--- config.mk ---
export PLATFORM = sky130hd
export DESIGN_NAME = ob_cmd_arb_flat
export DESIGN_NICKNAME = d
export VERILOG_FILES = /design/src/rtl/ob_cmd_arb_pkg.sv /design/src/rtl/ob_cmd_arb_if.sv /design/src/rtl/ob_rr_pick.sv /design/src/rtl/ob_cmd_arb.sv /design/src/flat_wrapper.sv
export SDC_FILE = /design/constraint.sdc
export NUM_CORES = 1
export LEC_CHECK = 0
export BUFFER_PORTS_ARGS = -buffer_cell sky130_fd_sc_hd__buf_4
export CAP_MARGIN = 20
export CORE_AREA = 2 2 99 101
export DETAILED_ROUTE_END_ITERATION = 12
export DIE_AREA = 0 0 101 103
export PLACE_DENSITY = 0.87
export SLEW_MARGIN = 25
export SYNTH_ARGS = -nofsm -noshare
export SYNTH_HDL_FRONTEND = slang
export SYNTH_HIERARCHICAL = 1
export SYNTH_SLANG_ARGS = --single-unit
--- constraint.sdc ---
create_clock -name clk -period 6 [get_ports clk]
set_input_delay 1.8 -clock clk [delete_from_list [all_inputs] [get_ports clk]]
set_output_delay 1.8 -clock clk [all_outputs]
set_load 0.05 [all_outputs]
--- src/rtl/ob_cmd_arb_pkg.sv ---
// Shared types and build-time defaults for the order-book command arbiter.
// Holds the command word layout, arbiter id/state types and default sizing.
package ob_cmd_arb_pkg;

    localparam int CMD_ARB_N_REQ     = 4;
    localparam int CMD_ARB_BURST_MAX = 4;

    typedef logic [$clog2(CMD_ARB_N_REQ)-1:0] arb_id_t;

    typedef enum logic {
        IDLE  = 1'b0,
        BURST = 1'b1
    } arb_state_t;

    typedef struct packed {
        logic [1:0]  opcode;
        logic        side;
        logic [15:0] order_id;
        logic [15:0] price;
        logic [11:0] qty;
    } cmd_t;

endpackage

--- src/rtl/ob_cmd_arb_if.sv ---
// Requester-side and order-book-side handshake bundle of the command arbiter.
// master = arbiter, slave = the environment driving requests and backpressure.
interface ob_cmd_arb_if
    import ob_cmd_arb_pkg::*;
#(
    parameter int N_REQ = CMD_ARB_N_REQ
);
    localparam int ID_W = $clog2(N_REQ);

    logic [N_REQ-1:0]       req_vld;
    cmd_t [N_REQ-1:0]       req_cmd;
    logic [N_REQ-1:0]       req_ack;
    logic                   cmd_vld_r;
    cmd_t                   cmd_r;
    logic                   cmd_full_r;
    logic [ID_W-1:0]        grant_id_r;
    logic                   busy_r;

    modport master (
        input  req_vld, req_cmd, cmd_full_r,
        output req_ack, cmd_vld_r, cmd_r, grant_id_r, busy_r
    );

    modport slave (
        output req_vld, req_cmd, cmd_full_r,
        input  req_ack, cmd_vld_r, cmd_r, grant_id_r, busy_r
    );

endinterface

--- src/rtl/ob_rr_pick.sv ---
// Combinational rotate-priority picker: first set request at or after ptr,
// wrapping modulo N_REQ. Returns one-hot grant, encoded id and an any flag.
module ob_rr_pick #(
    parameter int N_REQ = 4
) (
    input  logic [N_REQ-1:0]         req,
    input  logic [$clog2(N_REQ)-1:0] ptr,
    output logic [N_REQ-1:0]         gnt,
    output logic [$clog2(N_REQ)-1:0] id,
    output logic                     any
);
    localparam int ID_W = $clog2(N_REQ);

    // Explicit compare so non-power-of-2 N_REQ wraps correctly.
    function automatic logic [ID_W-1:0] wrap_add(input logic [ID_W-1:0] p, input int off);
        int s;
        s = int'(p) + off;
        if (s >= N_REQ) s = s - N_REQ;
        return ID_W'(s);
    endfunction

    logic [ID_W-1:0] cand;

    always_comb begin
        gnt  = '0;
        id   = '0;
        any  = 1'b0;
        cand = '0;
        for (int i = 0; i < N_REQ; i++) begin
            cand = wrap_add(ptr, i);
            if (!any && req[cand]) begin
                any       = 1'b1;
                gnt[cand] = 1'b1;
                id        = cand;
            end
        end
    end

endmodule

--- src/rtl/ob_cmd_arb.sv ---
// Round-robin, burst-bounded arbiter feeding the single order-book command port.
// Optional per-requester issue and stall counters under OB_CMD_ARB_STATS_EN.
module ob_cmd_arb
    import ob_cmd_arb_pkg::*;
#(
    parameter int N_REQ     = CMD_ARB_N_REQ,
    parameter int BURST_MAX = CMD_ARB_BURST_MAX
) (
    input  logic                  clk,
    input  logic                  rst,
    ob_cmd_arb_if.master          bus
`ifdef OB_CMD_ARB_STATS_EN
    ,
    output logic [N_REQ-1:0][31:0] stat_issue_r,
    output logic [31:0]            stat_stall_r
`endif
);
    localparam int         ID_W       = $clog2(N_REQ);
    localparam logic [3:0] BURST_LAST = 4'(BURST_MAX);

    function automatic logic [ID_W-1:0] ptr_inc(input logic [ID_W-1:0] p);
        if (int'(p) == N_REQ - 1) return '0;
        return p + 1'b1;
    endfunction

    arb_state_t       state, state_nxt;
    logic [ID_W-1:0]  rr_ptr, rr_ptr_nxt;
    logic [ID_W-1:0]  lock, lock_nxt;
    logic [3:0]       burst_cnt, burst_cnt_nxt;
    logic [ID_W-1:0]  sel;
    logic             sel_vld;
    logic             issue;
    logic [N_REQ-1:0] ack;
    logic [N_REQ-1:0] lock_oh;
    logic [N_REQ-1:0] pick_gnt;
    logic [ID_W-1:0]  pick_id;
    logic             pick_any;

    ob_rr_pick #(.N_REQ(N_REQ)) u_pick (
        .req (bus.req_vld),
        .ptr (rr_ptr),
        .gnt (pick_gnt),
        .id  (pick_id),
        .any (pick_any)
    );

    assign lock_oh     = N_REQ'(1) << lock;
    assign bus.req_ack = ack;

    always_comb begin
        state_nxt     = state;
        rr_ptr_nxt    = rr_ptr;
        lock_nxt      = lock;
        burst_cnt_nxt = burst_cnt;
        sel           = pick_id;
        sel_vld       = pick_any;
        ack           = '0;

        if (state == BURST) begin
            sel     = lock;
            sel_vld = bus.req_vld[lock];
        end
        issue = sel_vld & ~bus.cmd_full_r;
        if (issue) ack = (state == BURST) ? lock_oh : pick_gnt;

        case (state)
            IDLE: begin
                if (issue) begin
                    burst_cnt_nxt = 4'd1;
                    if (BURST_MAX > 1) begin
                        state_nxt = BURST;
                        lock_nxt  = sel;
                    end else begin
                        rr_ptr_nxt = ptr_inc(sel);
                    end
                end
            end
            BURST: begin
                // A dropped lock costs one bubble; the pick restarts next cycle.
                if (!sel_vld) begin
                    rr_ptr_nxt = ptr_inc(lock);
                    state_nxt  = IDLE;
                end else if (issue) begin
                    burst_cnt_nxt = burst_cnt + 4'd1;
                    if (burst_cnt_nxt == BURST_LAST) begin
                        rr_ptr_nxt = ptr_inc(lock);
                        state_nxt  = IDLE;
                    end
                end
            end
            default: state_nxt = IDLE;
        endcase
    end

    always_ff @(posedge clk or negedge rst) begin
        if (!rst) begin
            state      <= IDLE;
            rr_ptr     <= '0;
            lock       <= '0;
            burst_cnt  <= '0;
        end else begin
            state      <= state_nxt;
            rr_ptr     <= rr_ptr_nxt;
            lock       <= lock_nxt;
            burst_cnt  <= burst_cnt_nxt;
        end
    end

    // Output register stage: one cycle from req_ack to cmd_vld_r.
    always_ff @(posedge clk or negedge rst) begin
        if (!rst) begin
            bus.cmd_vld_r  <= 1'b0;
            bus.cmd_r      <= '0;
            bus.grant_id_r <= '0;
            bus.busy_r     <= 1'b0;
        end else begin
            bus.cmd_vld_r <= issue;
            bus.busy_r    <= (state_nxt == BURST);
            if (issue) begin
                bus.cmd_r      <= bus.req_cmd[sel];
                bus.grant_id_r <= sel;
            end
        end
    end

`ifdef OB_CMD_ARB_STATS_EN
    function automatic logic [31:0] sat_inc(input logic [31:0] v);
        return (v == 32'hFFFF_FFFF) ? v : v + 32'd1;
    endfunction

    always_ff @(posedge clk or negedge rst) begin
        if (!rst) begin
            stat_issue_r <= '0;
            stat_stall_r <= '0;
        end else begin
            for (int i = 0; i < N_REQ; i++) begin
                if (ack[i]) stat_issue_r[i] <= sat_inc(stat_issue_r[i]);
            end
            if ((|bus.req_vld) && bus.cmd_full_r) stat_stall_r <= sat_inc(stat_stall_r);
        end
    end
`endif

endmodule

--- src/flat_wrapper.sv ---
// flat-port wrapper written by rule: the top's interface ports become plain ports
module ob_cmd_arb_flat import ob_cmd_arb_pkg::*;
#(
    parameter int N_REQ     = CMD_ARB_N_REQ,
    parameter int BURST_MAX = CMD_ARB_BURST_MAX
)
  (clk, rst, bus_req_vld, bus_req_cmd, bus_cmd_full_r, bus_req_ack, bus_cmd_vld_r, bus_cmd_r, bus_grant_id_r, bus_busy_r);
  ob_cmd_arb_if #(.N_REQ(N_REQ)) bus_i ();
  input  logic clk;
  input  logic rst;
  input wire logic [$bits(bus_i.req_vld)-1:0] bus_req_vld;
  input wire logic [$bits(bus_i.req_cmd)-1:0] bus_req_cmd;
  input wire logic [$bits(bus_i.cmd_full_r)-1:0] bus_cmd_full_r;
  output wire logic [$bits(bus_i.req_ack)-1:0] bus_req_ack;
  output wire logic [$bits(bus_i.cmd_vld_r)-1:0] bus_cmd_vld_r;
  output wire logic [$bits(bus_i.cmd_r)-1:0] bus_cmd_r;
  output wire logic [$bits(bus_i.grant_id_r)-1:0] bus_grant_id_r;
  output wire logic [$bits(bus_i.busy_r)-1:0] bus_busy_r;
  assign bus_i.req_vld = bus_req_vld;
  assign bus_i.req_cmd = bus_req_cmd;
  assign bus_i.cmd_full_r = bus_cmd_full_r;
  assign bus_req_ack = bus_i.req_ack;
  assign bus_cmd_vld_r = bus_i.cmd_vld_r;
  assign bus_cmd_r = bus_i.cmd_r;
  assign bus_grant_id_r = bus_i.grant_id_r;
  assign bus_busy_r = bus_i.busy_r;
  ob_cmd_arb #(.N_REQ(N_REQ), .BURST_MAX(BURST_MAX)) u_core (.clk(clk), .rst(rst), .bus(bus_i));
endmodule
## After elaboration in Yosys (flattened, before gate mapping)

Index checks and enable logic that the tools add are counted.

| storage, ports and cells | value |
|---|---|
| flip-flop bits (word level) | 59 |
| input bits | 195 |
| output and inout bits | 55 |
| logic and storage cells | 124 |

| operators by class | value |
|---|---|
| $add $sub $neg | 9 |
| magnitude comparators | 14 |
| equal/unequal tests | 7 |
| shift-type cells | 1 |
| mux-type cells | 63 |
| bitwise logic cells | 6 |
| reductions and logical operators | 13 |

Operators by type and width:

| cell | number |
|---|---|
| 47-bit binary-select mux with 2-bit select | 1 |
| 47-bit 2-to-1 mux | 1 |
| 4-bit 2-to-1 mux | 9 |
| 2-bit 2-to-1 mux | 16 |
| 1-bit 2-to-1 mux | 25 |
| 2-bit by 3-bit less-than comparator with 1-bit output (second input constant) | 6 |
| 4-bit bitwise OR | 3 |
| 1-bit binary-select mux with 2-bit select | 5 |
| 3-bit greater-or-equal comparator (second input constant) | 3 |
| 1-bit demux with 2-bit select | 4 |
| 2-bit by 1-bit greater-or-equal comparator with 1-bit output (second input constant) | 4 |
| 4-bit one-hot mux with 2 select lines | 1 |
| 2-bit by 1-bit subtractor with 2-bit output (second input constant) | 4 |
| 1-bit logical AND | 7 |
| 2-bit by 2-bit adder with 3-bit output (second input constant) | 2 |
| 3-bit inequality test (second input constant) | 2 |
| 3-bit AND reduction | 2 |
| 4-bit by 1-bit adder with 4-bit output (second input constant) | 1 |
| 4-bit by 3-bit equality test with 1-bit output (second input constant) | 1 |
| 2-bit inequality test (second input constant) | 2 |
| 1-bit by 2-bit << shifter with 4-bit output (first input constant) | 1 |
| 2-bit by 1-bit adder with 3-bit output (second input constant) | 1 |
| 2-bit by 3-bit greater-or-equal comparator with 1-bit output (second input constant) | 1 |
| 1-bit zero test | 3 |
| other kinds (7) | 8 |

## Longest topological paths before layout

Gate-level depths: netlist of run 1.

| logic depth | value |
|---|---|
| depth in word-level cells | 24 |
| depth in mapped cells | 13 |
| depth with buffers taken out | 9 |

## Modules after synthesis

Netlist of run 1, hierarchy kept.

Modules (own cells, without submodules):

| module | times used | cells an instance | area each (um^2) | seq. area each (um^2) |
|---|---|---|---|---|
| ob_cmd_arb | 1 | 231 | 3614.7 | 1476.4 |
| ob_rr_pick | 1 | 45 | 419.2 | 0.0 |

## Least setup slack after synthesis of run 1

OpenSTA, ideal clock, no wires.

| path | value |
|---|---|
| path type | in2out |
| start | input bus_req_vld[0] |
| end | output bus_req_ack[0] |
| data arrival time | 3.894 ns |
| data required time | 4.200 ns |
| slack | 0.306 ns |
| stages | 9 |
| path buffers | 3 |
| cells stage by stage | mux4_2 buf_6 nor3_1 nand2b_1 or3b_1 a21boi_2 buf_2 buf_2 nor2_1 |

| between the ends | value |
|---|---|
| longest elaborated chain between the ends | 15 |
| elaborated cells between the ends (all ways) | 31 |
| classes of those cells | 21 x mux; 4 x bitwise; 6 x reduce/logical |

RTL lines:

| what | line | RTL |
|---|---|---|
| start: declaration | flat_wrapper.sv:11 | `input wire logic [$bits(bus_i.req_vld)-1:0] bus_req_vld;` |
| 1-bit binary-select mux with 2-bit select | ob_rr_pick.sv:31 | `if (!any && req[cand]) begin` |
| 1-bit 2-to-1 mux (implied by the code) | ob_rr_pick.sv:31 |  |
| 1-bit 2-to-1 mux | ob_rr_pick.sv:31 |  |
| 1-bit zero test | ob_rr_pick.sv:31 |  |
| 1-bit logical AND | ob_rr_pick.sv:31 |  |
| 1-bit 2-to-1 mux | ob_rr_pick.sv:31 |  |
| 1-bit zero test | ob_rr_pick.sv:31 |  |
| 1-bit logical AND | ob_rr_pick.sv:31 |  |
| 1-bit 2-to-1 mux | ob_rr_pick.sv:31 |  |
| 1-bit zero test | ob_rr_pick.sv:31 |  |
| 1-bit logical AND | ob_rr_pick.sv:31 |  |
| 1-bit 2-to-1 mux (*) | ob_rr_pick.sv:31 |  |
| via u_core.pick_any | ob_cmd_arb.sv:37 | `logic pick_any;` |
| 1-bit 2-to-1 mux (*) | ob_cmd_arb.sv:59 | `if (state == BURST) begin` |
| 1-bit AND (*) | ob_cmd_arb.sv:63 | `issue = sel_vld & ~bus.cmd_full_r;` |
| 4-bit 2-to-1 mux (*) | ob_cmd_arb.sv:64 | `if (issue) ack = (state == BURST) ? lock_oh : pick_gnt;` |
| end: declaration | flat_wrapper.sv:14 | `output wire logic [$bits(bus_i.req_ack)-1:0] bus_req_ack;` |

Mark *: on every way through the listed nets, which the timed path passes. The rest lies on a longest branch. The select of a mux whose other input is x is not followed.

## Worst setup path after layout of run 1

| path | value |
|---|---|
| start | input bus_req_vld[3] |
| end | output bus_req_ack[0] |

The elaborated chain is that of the path after synthesis.

==> results of run 1 <==
[cell families (layout without fill, tap and decap cells)]
kind of cell | after synthesis | in the layout | share of synthesized area, %
AO/OA/AOI/OAI | 31 | 31 | 5.06
adder cells (fa/ha/maj) | 11 | 11 | 3.41
buffers and inverters | 28 | 277 | 3.75
flip-flops | 59 | 59 | 36.6
multiplexers | 115 | 115 | 46.5
AND/OR/NAND/NOR | 32 | 32 | 4.65
[worst min path at each step]
| stage | end | slack [ns] |
|---|---|---|
| 2_1_floorplan | u_core/burst_cnt[3]$_DFFE_PN0P_ | 0.53 |
| 3_3_place_gp | u_core/bus.grant_id_r[1]$_DFFE_PN0P_ | 0.47 |
| 3_5_place_dp | u_core/bus.grant_id_r[1]$_DFFE_PN0P_ | 0.48 |
| 4_1_cts | u_core/bus.grant_id_r[1]$_DFFE_PN0P_ | 0.49 |
| 5_1_grt | u_core/bus.cmd_r[26]$_DFFE_PN0P_ | 0.52 |
| 6_report | u_core/bus.grant_id_r[1]$_DFFE_PN0P_ | 0.49 |
[metrics by stage]
step | util (%) | setup WS [ns] | hold slack, ns
floorplan | - | 0.306 | 0.526
global placement | 63.4 | 0.594 | 0.468
detailed placement | 63.4 | 0.430 | 0.477
CTS | 65.4 | 0.425 | 0.492
global route | 65.4 | 0.325 | 0.520
finish | 65.4 | 0.415 | 0.488
[power breakdown]
| group | switching, µW | internal [µW] | total (µW) | leakage, µW |
|---|---|---|---|---|
| registers | 172 | 614 | 785 | 0.000698 |
| logic | 1610 | 1390 | 3000 | 0.00209 |
| clock network | 147 | 212 | 359 | 0.0000995 |
[placed cells by master (no fill, tap or decap), drive strengths merged, types with 2 or more instances in the layout]
cell type and instances:
mux2i 9, mux4 52, dfrtp 59, inv 8, o21ai 13, ha 11, nand2b 2, or3b 2
nand2 10, mux2 54, buf 254, and4b 2, nor2 9, a22oi 8, clkbuf 13, a21oi 2
[registers in the layout (all words and copies together), names as in the netlist]
| signal | cells |
|---|---|
| u_core/burst_cnt | 4 |
| u_core/bus.busy_r | 1 |
| u_core/bus.cmd_r | 47 |
| u_core/bus.cmd_vld_r | 1 |
| u_core/bus.grant_id_r | 2 |
| u_core/lock | 2 |
| u_core/rr_ptr | 2 |
[worst max-delay path, stage by stage]
cell and delay [ns]:
sky130_fd_sc_hd__buf_4 0.13, sky130_fd_sc_hd__mux4_2 0.61, sky130_fd_sc_hd__nor3_1 0.34, sky130_fd_sc_hd__nand2b_1 0.13, sky130_fd_sc_hd__or3b_1 0.25, sky130_fd_sc_hd__a21boi_4 0.25
sky130_fd_sc_hd__nor2_1 0.07, sky130_fd_sc_hd__buf_4 0.19
[layer usage]
layer	wire length (µm)	up-vias	GRT usage, %	share of wire (%)
li1	-	1597	-	-
met1	4550	1741	25.9	37
met2	6430	182	40.3	53
met3	1010	18	6.17	8.3
met4	187	0	8.21	1.5
met5	0	-	0	0
[area by class of cell]
class	count	area share, %
Multi-Input combinational cell	189	39.4
Sequential cell	59	23.9
Clock buffer	13	2.57
Clock inverter	2	0.566
Inverter	8	0.485
Tap cell	114	2.30
Timing Repair Buffer	254	30.8
==> flow_results.xml, run 1 <==
<?xml version="1.0" encoding="UTF-8"?>
<metrics>
  <group name="route">
    <metric name="route.final.wire_length" unit="mm">12.2</metric>
    <metric name="via_count" unit="">3538</metric>
    <metric name="antenna_violating_nets_post_route" unit="">0</metric>
    <metric name="drt_drc_violations_left" unit="">0</metric>
    <metric name="drt-vias-per-instance" unit="">5.54</metric>
    <metric name="drt-initial-drc-count" unit="">74</metric>
    <metric name="drt-wirelength-per-cell" unit="µm">19.1</metric>
    <metric name="drt-pass1-iter-count" unit="">4</metric>
  </group>
  <group name="die">
    <metric name="placementRows" unit="">36</metric>
    <metric name="core_region_area" unit="µm²">9460</metric>
    <metric name="initial_core_util" unit="%">42.6</metric>
    <metric name="io_pins" unit="">250</metric>
    <metric name="die_area" unit="µm²">10400</metric>
    <metric name="die_width" unit="µm">101</metric>
    <metric name="fp.dieH" unit="µm">103</metric>
  </group>
  <group name="worst_setup_path">
    <metric name="critical_path.endpoint_type" unit="">output pin</metric>
    <metric name="startpoint_type" unit="">input port</metric>
    <metric name="r2r.worst_path.cells" unit="">10</metric>
    <metric name="reg2reg_slack" unit="ns">2.06</metric>
    <metric name="launch_instance_of_the_worst_register_to_register_path" unit="">u_core/rr_ptr[0]$_DFFE_PN0P_</metric>
    <metric name="worst_ep_required_time" unit="ns">4.20</metric>
    <metric name="setup.worst_path.start" unit="">bus_req_vld[3]</metric>
    <metric name="worst_setup_path_endpoint" unit="">bus_req_ack[0]</metric>
    <metric name="cp_max_fo" unit="">13</metric>
    <metric name="worstSetupPathType" unit="">input port to output pin</metric>
    <metric name="cp_arrival" unit="ns">3.79</metric>
    <metric name="r2r_path_end" unit="">u_core/bus.cmd_r[25]$_DFFE_PN0P_</metric>
  </group>
  <group name="clock_network">
    <metric name="worstSkewPairLatency" unit="ns">0.33</metric>
    <metric name="cts-buffers-inserted" unit="">9</metric>
    <metric name="clock_tree_from_tritoncts" unit="">yes</metric>
    <metric name="clock_tree.root_cell" unit="">sky130_fd_sc_hd__clkbuf_8</metric>
    <metric name="cts_resized" unit="">0</metric>
    <metric name="clkSinkCount" unit="">59</metric>
    <metric name="postCtsHoldBufs" unit="">0</metric>
    <metric name="max-clock-path-buffers" unit="">2</metric>
    <metric name="htree_num_levels" unit="">3</metric>
    <metric name="clkSlewWorstSetupHoldPaths" unit="ns">0.06</metric>
    <metric name="post_cts.repair.setup_buffers" unit="">0</metric>
  </group>
  <group name="synthesis">
    <metric name="netlist.top_cell.by_area" unit="">sky130_fd_sc_hd__dfrtp_1</metric>
    <metric name="synth_edf_count" unit="">0</metric>
    <metric name="synth-async-reset-ratio" unit="%">100</metric>
    <metric name="synth.cell_area" unit="µm²">4030</metric>
    <metric name="synth.most_common_cell" unit="">sky130_fd_sc_hd__dfrtp_1</metric>
    <metric name="avgSynthCellArea" unit="µm²">14.6</metric>
    <metric name="synth_seq_area_share" unit="%">36.6</metric>
    <metric name="synth.ff_latch_count" unit="">59</metric>
    <metric name="synth_top_flop_cell" unit="">sky130_fd_sc_hd__dfrtp_1</metric>
    <metric name="synth.top_cell.area_share" unit="%">36.6</metric>
    <metric name="netlist_top_cells_area" unit="">sky130_fd_sc_hd__dfrtp_1 37%, sky130_fd_sc_hd__mux4_2 28%, sky130_fd_sc_hd__mux2_2 14%</metric>
    <metric name="syn_inst" unit="">276</metric>
    <metric name="synth_top_cells_by_count" unit="">59 x sky130_fd_sc_hd__dfrtp_1, 51 x sky130_fd_sc_hd__mux2_2, 50 x sky130_fd_sc_hd__mux4_2</metric>
    <metric name="postSynthNetCount" unit="">482</metric>
    <metric name="ys_warn_count" unit="">6</metric>
    <metric name="netlist-cell-type-count" unit="">38</metric>
  </group>
  <group name="timing">
    <metric name="rsz0062_at_grt" unit="">no</metric>
    <metric name="min_period" unit="ns">5.59</metric>
    <metric name="relative_slew_slack" unit="%">50.1</metric>
    <metric name="timing_max_transition_violations_final" unit="">0</metric>
    <metric name="clock.fmax" unit="MHz">179</metric>
    <metric name="tightest_slew" unit="ns">0.748</metric>
    <metric name="totalNegativeSetupSlack" unit="ns">0</metric>
    <metric name="number_of_setup_violations_in_the_final_report" unit="">0</metric>
    <metric name="final_min_period_over_clock_period" unit="%">93.1</metric>
    <metric name="finClkSkew" unit="ns">0.00703</metric>
    <metric name="timing.final.hold_violations" unit="">0</metric>
  </group>
  <group name="run">
    <metric name="max_cap_viol_count" unit="">0</metric>
  </group>
  <group name="place">
    <metric name="gpl.final_weighted_congestion" unit="">0.782</metric>
    <metric name="port_buffer_count" unit="">249</metric>
    <metric name="placed_cell_area" unit="µm²">5990</metric>
    <metric name="place.detailed.instances" unit="">624</metric>
    <metric name="dp.final_hpwl" unit="mm">9.63</metric>
  </group>
  <group name="min_path">
    <metric name="timing.hold.worst.class" unit="">flop to flop</metric>
    <metric name="hold_start" unit="">u_core/bus.grant_id_r[1]$_DFFE_PN0P_</metric>
    <metric name="hold-path-cell-count" unit="">2</metric>
  </group>
  <group name="global_routing">
    <metric name="grt_pass1_vias" unit="">3633</metric>
    <metric name="grt_max_degree" unit="">60</metric>
    <metric name="number_of_antenna_violations_at_the_first_check_in_global_routing" unit="">0</metric>
    <metric name="grt_usage" unit="%">22.5</metric>
    <metric name="wire_length_of_the_first_global_routing_pass" unit="mm">17.8</metric>
    <metric name="overflow" unit="">0</metric>
  </group>
  <group name="power">
    <metric name="total_power" unit="µW">4150</metric>
    <metric name="leakage" unit="µW">0.00289</metric>
    <metric name="worst_ir_drop_vdd" unit="µV">352</metric>
    <metric name="power_per_cell_area" unit="nW/µm²">670</metric>
  </group>
  <group name="cells_and_area">
    <metric name="insertedDiodeCount" unit="">0</metric>
    <metric name="postLayoutCellArea" unit="µm²">6190</metric>
    <metric name="multi_input_comb_area" unit="µm²">2440</metric>
    <metric name="fillerInstances" unit="">698</metric>
    <metric name="post_layout_cell_count" unit="">639</metric>
    <metric name="regArea" unit="µm²">1480</metric>
    <metric name="design.final.nets" unit="">727</metric>
    <metric name="drive_above_1_share" unit="%">71.4</metric>
    <metric name="area.growth.synth_to_final" unit="%">53.4</metric>
  </group>
  <group name="outcome">
    <metric name="status" unit="">finished, final reports clean</metric>
  </group>
</metrics>
Power figures use the tool's default switching activity.
==> run 2: changes to the inputs <==
- CORE_AREA: 2 2 99 101 -> 2 2 139 73
- DIE_AREA: 0 0 101 103 -> 0 0 141 75
- clock period: 6 -> 6.3 ns (I/O delays scaled with it)
==> run 2 against run 1 <==
Effect of this change: non-clock buffer count down 2; worst setup slack better by 0.20 ns; clock skew about the same; cell count up 0.63%; sequential share of layout area down 0.48 points; count of clock-buffer cells in the layout down 1; combinational power down 4%.
==> flow_results.xml, run 2 (synthesized netlist as in run 1, its figures left out) <==
<?xml version="1.0" encoding="UTF-8"?>
<metrics>
  <group name="global_routing">
    <metric name="grt_busiest_layer" unit="">met2</metric>
    <metric name="grt_util_met3" unit="%">4.39</metric>
    <metric name="grt_max_degree" unit="">60</metric>
    <metric name="globalRouteMet2Util" unit="%">38.8</metric>
    <metric name="grt_usage" unit="%">22.3</metric>
    <metric name="number_of_antenna_violations_at_the_first_check_in_global_routing" unit="">0</metric>
    <metric name="wire_length_of_the_first_global_routing_pass" unit="mm">18.2</metric>
    <metric name="grt_util_met1" unit="%">29.5</metric>
    <metric name="overflow" unit="">0</metric>
    <metric name="grt_pass1_vias" unit="">3481</metric>
  </group>
  <group name="worst_setup_path">
    <metric name="worst_ep_required_time" unit="ns">4.41</metric>
    <metric name="reg2reg_slack" unit="ns">2.19</metric>
    <metric name="startpoint_type" unit="">input port</metric>
    <metric name="worstSetupPathType" unit="">input port to output pin</metric>
    <metric name="r2r_path_end" unit="">u_core/bus.cmd_r[7]$_DFFE_PN0P_</metric>
    <metric name="timing.critical_path.slowest_cell_delay" unit="ns">0.61</metric>
    <metric name="cpMostUsedCell" unit="">sky130_fd_sc_hd__buf_4</metric>
    <metric name="path_cells" unit="">buf_4 -&gt; mux4_2 -&gt; nor3_1 -&gt; nand2b_1 -&gt; or3b_1 -&gt; a21boi_4 -&gt; nor2_1 -&gt; buf_4</metric>
    <metric name="critical_path.endpoint_type" unit="">output pin</metric>
    <metric name="worst_path_max_delay_cell" unit="">sky130_fd_sc_hd__mux4_2</metric>
    <metric name="r2r.worst_path.cells" unit="">10</metric>
    <metric name="cp_max_fo" unit="">13</metric>
    <metric name="cp_arrival" unit="ns">3.80</metric>
    <metric name="launch_instance_of_the_worst_register_to_register_path" unit="">u_core/rr_ptr[0]$_DFFE_PN0P_</metric>
  </group>
  <group name="timing">
    <metric name="number_of_setup_violations_in_the_final_report" unit="">0</metric>
    <metric name="rsz0062_at_grt" unit="">no</metric>
    <metric name="finClkSkew" unit="ns">0.00722</metric>
    <metric name="final_critical_path_setup_slack" unit="ns">0.610</metric>
    <metric name="totalNegativeSetupSlack" unit="ns">0</metric>
    <metric name="timing.final.hold_violations" unit="">0</metric>
    <metric name="relative_slew_slack" unit="%">43.2</metric>
    <metric name="clock.fmax" unit="MHz">176</metric>
    <metric name="final_min_period_over_clock_period" unit="%">90.3</metric>
    <metric name="timing_max_transition_violations_final" unit="">0</metric>
    <metric name="tightest_slew" unit="ns">0.834</metric>
    <metric name="min_period" unit="ns">5.69</metric>
  </group>
  <group name="clock_network">
    <metric name="htree_num_levels" unit="">3</metric>
    <metric name="cts-buffers-inserted" unit="">9</metric>
    <metric name="max-clock-path-buffers" unit="">2</metric>
    <metric name="post_cts.repair.setup_buffers" unit="">0</metric>
    <metric name="clkSinkCount" unit="">59</metric>
    <metric name="clock_tree_from_tritoncts" unit="">yes</metric>
    <metric name="worstSkewPairLatency" unit="ns">0.32</metric>
    <metric name="cts_resized" unit="">0</metric>
    <metric name="postCtsHoldBufs" unit="">0</metric>
    <metric name="clkSlewWorstSetupHoldPaths" unit="ns">0.05</metric>
    <metric name="clock_tree.root_cell" unit="">sky130_fd_sc_hd__clkbuf_16</metric>
  </group>
  <group name="power">
    <metric name="p_sw" unit="µW">1850</metric>
    <metric name="seqPwrFrac" unit="%">18.4</metric>
    <metric name="internal_power" unit="µW">2270</metric>
    <metric name="power_per_cell_area" unit="nW/µm²">652</metric>
    <metric name="p_sw_share" unit="%">44.9</metric>
    <metric name="worst_ir_drop_vdd" unit="µV">277</metric>
    <metric name="leakage" unit="µW">0.00294</metric>
    <metric name="pwr-share-clk" unit="%">11.7</metric>
    <metric name="power.share.combinational" unit="%">69.8</metric>
  </group>
  <group name="die">
    <metric name="die_area" unit="µm²">10600</metric>
    <metric name="initial_core_util" unit="%">43.4</metric>
    <metric name="die_width" unit="µm">141</metric>
    <metric name="io_pins" unit="">250</metric>
    <metric name="fp.dieH" unit="µm">75</metric>
    <metric name="placementRows" unit="">25</metric>
    <metric name="core_region_area" unit="µm²">9290</metric>
  </group>
  <group name="place">
    <metric name="port_buffer_count" unit="">249</metric>
    <metric name="place.detailed.instances" unit="">629</metric>
    <metric name="post_place_setup_slack" unit="ns">0.659</metric>
    <metric name="gpl.final_weighted_congestion" unit="">0.827</metric>
    <metric name="placed_cell_area" unit="µm²">6010</metric>
    <metric name="dp.final_hpwl" unit="mm">9.85</metric>
  </group>
  <group name="route">
    <metric name="antenna_violating_nets_post_route" unit="">0</metric>
    <metric name="drt-pass1-iter-count" unit="">4</metric>
    <metric name="drt-initial-drc-count" unit="">162</metric>
    <metric name="drt_drc_violations_left" unit="">0</metric>
    <metric name="via_count" unit="">3400</metric>
    <metric name="drt-wirelength-per-cell" unit="µm">18.9</metric>
    <metric name="route.final.wire_length" unit="mm">12.2</metric>
    <metric name="drt-vias-per-instance" unit="">5.29</metric>
  </group>
  <group name="cells_and_area">
    <metric name="fillerInstances" unit="">716</metric>
    <metric name="regArea" unit="µm²">1480</metric>
    <metric name="postLayoutCellArea" unit="µm²">6310</metric>
    <metric name="post_layout_cell_count" unit="">643</metric>
    <metric name="insertedDiodeCount" unit="">0</metric>
    <metric name="drive_above_1_share" unit="%">71.6</metric>
    <metric name="reg.largest.list" unit="">u_core/bus.cmd_r: 47 flops, u_core/burst_cnt: 4 flops</metric>
    <metric name="multi_input_comb_area" unit="µm²">2440</metric>
    <metric name="design.final.nets" unit="">725</metric>
    <metric name="largest_register_ffs" unit="">47</metric>
    <metric name="utilization" unit="%">68.0</metric>
    <metric name="mostFrequentLayoutCell" unit="">sky130_fd_sc_hd__buf_4</metric>
    <metric name="area.growth.synth_to_final" unit="%">56.5</metric>
    <metric name="registers.top_by_ff_count" unit="">u_core/bus.cmd_r</metric>
    <metric name="most-common-layout-cells" unit="">250 x sky130_fd_sc_hd__buf_4, 59 x sky130_fd_sc_hd__dfrtp_1, 51 x sky130_fd_sc_hd__mux2_2</metric>
  </group>
  <group name="min_path">
    <metric name="hold_start" unit="">u_core/bus.grant_id_r[0]$_DFFE_PN0P_</metric>
    <metric name="hold-path-cell-count" unit="">2</metric>
    <metric name="timing.hold.worst.class" unit="">flop to flop</metric>
    <metric name="min_delay_worst_endpoint" unit="">u_core/bus.grant_id_r[0]$_DFFE_PN0P_</metric>
  </group>
  <group name="run">
    <metric name="max_cap_viol_count" unit="">0</metric>
  </group>
  <group name="outcome">
    <metric name="status" unit="">finished, final reports clean</metric>
  </group>
</metrics>
[run 2: cell count changes in the layout (fill, tap and decap cells not counted)]
cell,change
sky130_fd_sc_hd__buf_12,+2
sky130_fd_sc_hd__buf_4,-4
sky130_fd_sc_hd__clkbuf_1,-2
sky130_fd_sc_hd__clkbuf_16,+9
sky130_fd_sc_hd__clkbuf_8,-8
[run 2: critical path: cells and delay by family]
| kind | cells | cell delay (ns) |
|---|---|---|
| buf+inv | 2 | 0.32 |
| simple gates | 4 | 0.74 |
| compound gates | 1 | 0.24 |
| mux | 1 | 0.61 |
[run 2: stage by stage]
stage,power [µW],hold WS (ns)
floorplan,2920,0.526
global placement,3580,0.471
detailed placement,3660,0.486
CTS,4160,0.503
global route,4350,0.511
finish,4110,0.496
[run 2: area by class of cell]
class | instances | area share (%)
Sequential cell | 59 | 23.4
Inverter | 8 | 0.476
Clock inverter | 2 | 0.555
Tap cell | 121 | 2.40
Clock buffer | 12 | 4.22
Multi-Input combinational cell | 189 | 38.6
Timing Repair Buffer | 252 | 30.4
[run 2: how the worst max path moves through the flow]
stage / startpoint / endpoint / slack (ns) / depth (start not counted)
after global placement: bus_req_vld[3] / bus_req_ack[1] / 0.70 / 8
final: bus_req_vld[3] / bus_req_ack[2] / 0.61 / 8
after CTS: bus_req_vld[3] / bus_req_ack[2] / 0.62 / 8
after detailed placement: bus_req_vld[3] / bus_req_ack[2] / 0.66 / 8
after global routing: bus_req_vld[3] / bus_req_ack[2] / 0.50 / 8
after floorplan: bus_req_vld[0] / bus_req_ack[0] / 0.43 / 9
[run 2: power by group through the flow]
stage	registers, µW	logic (µW)	clock network, µW
floorplan	1300	1620	0
global placement	747	2840	0
detailed placement	763	2900	0
CTS	758	2910	499
global route	787	3040	522
finish	759	2870	483
[run 2: per-layer routing]
layer / wire length, µm / part of all wire, % / vias up
met5: 0 / 0 / -
met4: 125 / 1.0 / 0
met3: 469 / 3.9 / 14
met2: 6680 / 55 / 95
met1: 4910 / 40 / 1703
li1: - / - / 1588
